`src/rtl/y86_pkg.sv`:
```
// Shared Y86-64 encodings used by decode and write-back: instruction codes
// and the special register specifiers.
package y86_pkg;

   localparam logic [3:0] I_HALT  = 4'h0;
   localparam logic [3:0] I_NOP   = 4'h1;
   localparam logic [3:0] I_CMOV  = 4'h2;
   localparam logic [3:0] I_IRMOV = 4'h3;
   localparam logic [3:0] I_RMMOV = 4'h4;
   localparam logic [3:0] I_MRMOV = 4'h5;
   localparam logic [3:0] I_OPQ   = 4'h6;
   localparam logic [3:0] I_JXX   = 4'h7;
   localparam logic [3:0] I_CALL  = 4'h8;
   localparam logic [3:0] I_RET   = 4'h9;
   localparam logic [3:0] I_PUSH  = 4'hA;
   localparam logic [3:0] I_POP   = 4'hB;

   localparam logic [3:0] REG_NONE = 4'hF;
   localparam logic [3:0] RSP      = 4'h4;

endpackage

```
`src/rtl/wb_dst_sel.sv`:
```
// Combinational write-back destination decoder: maps icode/rA/rB/cnd to the
// E and M port destinations plus halt / invalid-instruction flags.
module wb_dst_sel
   import y86_pkg::*;
#(
   parameter int RSP_IDX = int'(RSP)
) (
   input  logic [3:0] icode,
   input  logic [3:0] rA,
   input  logic [3:0] rB,
   input  logic       cnd,
   output logic [3:0] dst_e,
   output logic [3:0] dst_m,
   output logic       is_halt,
   output logic       is_invalid
);

   always_comb begin
      dst_e      = REG_NONE;
      dst_m      = REG_NONE;
      is_halt    = 1'b0;
      is_invalid = 1'b0;
      case (icode)
         I_HALT:                is_halt = 1'b1;
         I_CMOV:                if (cnd) dst_e = rB;
         I_IRMOV, I_OPQ:        dst_e = rB;
         I_CALL, I_RET, I_PUSH: dst_e = 4'(RSP_IDX);
         I_MRMOV:               dst_m = rA;
         I_POP: begin
            dst_e = 4'(RSP_IDX);
            dst_m = rA;
         end
         I_NOP, I_RMMOV, I_JXX: ;
         default:               is_invalid = 1'b1;
      endcase
   end

endmodule

```
`src/rtl/writeback_regfile.sv`:
```
// SEQ write-back stage: owns the 15 architectural registers, commits valE/valM,
// and tracks sticky halted/err status plus a retired-instruction counter.
module writeback_regfile
   import y86_pkg::*;
#(
   parameter int                DATA_W   = 64,
   parameter int                RSP_IDX  = int'(RSP),
   parameter logic [DATA_W-1:0] RSP_INIT = '0,
   parameter int                CNT_W    = 64
) (
   input  logic              clk,
   input  logic              rst,
   input  logic              wb_en,
   input  logic [3:0]        icode,
   input  logic [3:0]        rA,
   input  logic [3:0]        rB,
   input  logic              cnd,
   input  logic [DATA_W-1:0] valE,
   input  logic [DATA_W-1:0] valM,
   output logic [DATA_W-1:0] R0,
   output logic [DATA_W-1:0] R1,
   output logic [DATA_W-1:0] R2,
   output logic [DATA_W-1:0] R3,
   output logic [DATA_W-1:0] R4,
   output logic [DATA_W-1:0] R5,
   output logic [DATA_W-1:0] R6,
   output logic [DATA_W-1:0] R7,
   output logic [DATA_W-1:0] R8,
   output logic [DATA_W-1:0] R9,
   output logic [DATA_W-1:0] R10,
   output logic [DATA_W-1:0] R11,
   output logic [DATA_W-1:0] R12,
   output logic [DATA_W-1:0] R13,
   output logic [DATA_W-1:0] R14,
   output logic              halted,
   output logic              err,
   output logic [CNT_W-1:0]  retired
);

   // wb_en is a one-cycle valid with no ready: the instruction is accepted on
   // the rising edge where wb_en is high, unless halted or err is already set.
   logic [DATA_W-1:0] regs [15];
   logic [3:0]        dst_e;
   logic [3:0]        dst_m;
   logic              is_halt;
   logic              is_invalid;
   logic              commit;

   wb_dst_sel #(.RSP_IDX(RSP_IDX)) u_dst_sel (
      .icode      (icode),
      .rA         (rA),
      .rB         (rB),
      .cnd        (cnd),
      .dst_e      (dst_e),
      .dst_m      (dst_m),
      .is_halt    (is_halt),
      .is_invalid (is_invalid)
   );

   assign commit = wb_en & ~halted & ~err;

   always_ff @(posedge clk or posedge rst) begin
      if (rst) begin
         for (int i = 0; i < 15; i++)
            regs[i] <= (i == RSP_IDX) ? RSP_INIT : '0;
         halted  <= 1'b0;
         err     <= 1'b0;
         retired <= '0;
      end else if (commit) begin
         // Port M has priority when both ports target the same register.
         for (int i = 0; i < 15; i++) begin
            if (dst_m == 4'(i))
               regs[i] <= valM;
            else if (dst_e == 4'(i))
               regs[i] <= valE;
         end
         if (is_invalid)
            err <= 1'b1;
         else
            retired <= retired + CNT_W'(1);
         if (is_halt)
            halted <= 1'b1;
      end
   end

   assign R0  = regs[0];
   assign R1  = regs[1];
   assign R2  = regs[2];
   assign R3  = regs[3];
   assign R4  = regs[4];
   assign R5  = regs[5];
   assign R6  = regs[6];
   assign R7  = regs[7];
   assign R8  = regs[8];
   assign R9  = regs[9];
   assign R10 = regs[10];
   assign R11 = regs[11];
   assign R12 = regs[12];
   assign R13 = regs[13];
   assign R14 = regs[14];

endmodule

```
`config.mk`:
```
export PLATFORM = sky130hd
export DESIGN_NAME = writeback_regfile
export DESIGN_NICKNAME = d
export VERILOG_FILES = /design/src/rtl/y86_pkg.sv /design/src/rtl/wb_dst_sel.sv /design/src/rtl/writeback_regfile.sv
export SDC_FILE = /design/constraint.sdc
export NUM_CORES = 2
export LEC_CHECK = 0
export CORE_AREA = 2 2 451 453
export CTS_CLUSTER_SIZE = 28
export DETAILED_ROUTE_END_ITERATION = 6
export DIE_AREA = 0 0 453 455
export PLACE_DENSITY = 0.39
export SYNTH_ARGS = -nofsm -noshare
export SYNTH_HDL_FRONTEND = slang
export SYNTH_SLANG_ARGS = --single-unit
```
`constraint.sdc`:
```
create_clock -name clk -period 99.1 [get_ports clk]
set_input_delay 19.82 -clock clk [delete_from_list [all_inputs] [get_ports clk]]
set_output_delay 19.82 -clock clk [all_outputs]
set_load 0.01 [all_outputs]
```
==> run_results.csv <==
group,metric,value,unit
setup_path,r2r-start,"halted$_DFFE_PP0P_",
cts,hold_buffers,0,
synthesis,synth_warnings,0,
cts,clock_latency,820,ps
timing,setup_viol,0,
final_layout,nets,5415,
run,cap_violations,0,
timing,hold-worst-slack,462,ps
run_status,status,"complete, no violations",
setup_path,reg2regPathDepth,7,
power_and_ir_drop,powerDensity,22.3,mW/mm2
power_and_ir_drop,ir_worst_vdd,16.6,uV
cts,clk_pin_slew,60,ps
cts,cts_tree,"done",
cts,cts_max_path_buffers,3,
final_layout,n_fill_cell,20600,
min_path,min_path_type,"reg2reg",
setup_path,critPathLaunch,"rst",
timing,post-route-period-util,23.7,%
synthesis,synth-edff-count,0,
timing,drv_slew,0,
timing,max_freq,42.5,MHz
grt,first_global_vias,40000,
placement,place_hpwl,186000,um
timing,clock_skew,33.5,ps
placement,globalplace.congestion,0.834,
grt,grtUsageTotal,26.2,%
cts,root_buffer,"clkbuf_16",
cts,cts_buffers,136,
setup_path,critical_path_class,"in2async",
min_path,min_path_cells,2,
min_path,hp-start,"R3[41]$_DFFE_PP0P_",
floorplanning,io_pins,1170,
setup_path,critPathMaxFanout,135,
synthesis,synthArstFlopShare,100,%
final_layout,drive_gt1_share,13.4,%
final_layout,stdcell_count,8063,
timing,rsz0062_at_grt,"false",
synthesis,syn_area_per_cell,10.8,um2
cts,post-cts-setup-buffers,0,
drt,drtPass1Iterations,5,
synthesis,ys_seq_area_share,55.9,%
synthesis,synthFlopType,"dfrtp_1",
synthesis,syn_area,0.0459,mm2
grt,antenna_found_initial,23,
setup_path,worstPathArrival,24340,ps
cts,cts_sinks,1026,
timing,period_minus_slack,23540,ps
drt,drt_iter0_markers,3242,
grt,grt_pass1_wl,373000,um
floorplanning,initial_core_util,22.8,%
setup_path,crit_required,99900,ps
power_and_ir_drop,leakagePower,0.0288,uW
placement,dp_cells,7804,
setup_path,cp-start-kind,"primary input",
floorplanning,rows,165,
grt,grt_overflow,0,
drt,num_vias,40700,
power_and_ir_drop,power,1450,uW
setup_path,timing.rr.end,"R1[49]$_DFFE_PP0P_",
setup_path,reg2reg_slack,94790,ps
cts,cts_resized,0,
placement,io_buffer_count,1169,
synthesis,syn_inst,4263,
drt,routed_wl,280000,um
synthesis,syn-num-nets,4408,
drt,routedWlPerCell,34.7,um
floorplanning,die_y,455,um
grt,grt_max_degree,151,
drt,post-route-drc-count,0,
timing,hold_violations,0,
timing,slew-limit-headroom,11.2,%
setup_path,critPathCaptureType,"async pin",
min_path,holdPathEnd,"R3[41]$_DFFE_PP0P_",
drt,vias_per_cell,5.04,
floorplanning,coreArea,0.201,mm2
floorplanning,die_w,453,um
cts,htreeDepth,4,
synthesis,synth-seq-cells,1026,
timing,worst_pin_slew,1330,ps
floorplanning,dieArea,0.206,mm2
timing,totalNegativeSetupSlack,0,ps
final_layout,syn2layout_area_growth,41.6,%
drt,ant_nets,0,
synthesis,ys_types,64,
[cell usage after synthesis (all sizes together) (21+ instances only)]
master   number  area (um2)
nand3        32         188
clkbuf      275        1030
o2bb2ai     192        1680
xor2         25         219
nor2        214         803
mux2        385        4340
o22ai       387        2440
nand2       292        1100
a22oi       320        2400
nand4        21         150
dfrtp      1026       25700
inv         327        1230
a21oi       385        1930
buf         164         848
mux2i        64         641
xnor2        38         333
[worst max-delay path: stages]
cell	delay, ps
clkdlybuf4s50_1	490
inv_8	410
buf_4	860
buf_4	790
buf_12	530
buf_4	830
[logic make-up after synthesis]
group	synth area share [%]
AO/OA/AOI/OAI	19.0
flip-flops	55.9
buffers and inverters	6.77
AND/OR/NAND/NOR	6.24
multiplexers	10.8
XOR/XNOR	1.20
adder cells (fa/ha/maj)	0.0273
[power breakdown]
part	switching [uW]	leakage (uW)	internal (uW)
Clock	211	0.00222	299
Combinational	194	0.0143	191
Sequential	53.4	0.0123	498
Total	458	0.0288	988
[area by class of cell]
class / instances / area (um2) / area share, %
antenna: 17 / 42.5 / 0.0655
clock buffer: 201 / 3990 / 6.14
clock inverter: 41 / 534 / 0.822
inverter: 327 / 1230 / 1.90
multi-input combinational: 2471 / 17400 / 26.8
sequential: 1026 / 25700 / 39.5
tap: 2672 / 3340 / 5.14
timing repair buffer: 1308 / 12800 / 19.7
[through the flow]
| stage | utilization [%] | area, um2 | worst slack [ps] |
|---|---|---|---|
| finish | 32.3 | 65000 | 75560 |
| global route | 32.3 | 65000 | 75020 |
| CTS | 32.3 | 64900 | 75490 |
| detailed placement | 30.0 | 60400 | 74620 |
| global placement | 30.0 | 60400 | 74580 |
| floorplan | - | 45900 | 50410 |
[layout by cell type, fill, tap and decap left out, types with 4 or more instances in the layout]
cell type        count
o22ai_1            384
nand3_4              9
clkbuf_8            28
and2_1               5
nor4_1               4
mux2i_1             64
mux2_1              67
nand3_1             22
clkbuf_1            34
a21oi_1            385
o2bb2ai_1          192
xor2_1              25
diode_2             17
bufinv_16            7
and3_1              12
clkinv_8             7
clkdlybuf4s50_1   1169
clkbuf_16          139
nand4_1             18
nor2_4               5
inv_1              326
a22oi_1            320
nor2_1             209
and4_1               7
nor2b_1              7
nor3_1              14
nand2_1            291
buf_4              137
clkinv_2            18
mux2_2             318
dfrtp_1           1026
xnor2_1             38
and2_4               5
[worst max-delay path by stage]
stage | cells after the start | endpoint
floorplan | 1 | R0[0]$_DFFE_PP0P_
global placement | 6 | R4[32]$_DFFE_PP0P_
detailed placement | 6 | R4[32]$_DFFE_PP0P_
CTS | 6 | R4[31]$_DFFE_PP0P_
global route | 6 | R4[36]$_DFFE_PP0P_
finish | 6 | R4[31]$_DFFE_PP0P_
[metal layers]
layer	global-route usage (%)	routed length, um	vias to the layer above
met3	5.88	17500	414
li1	-	-	17300
met5	0	0	-
met4	12.8	15600	0
met1	32.0	112000	21300
met2	43.7	135000	1661
(Power assumes the default switching activity.)
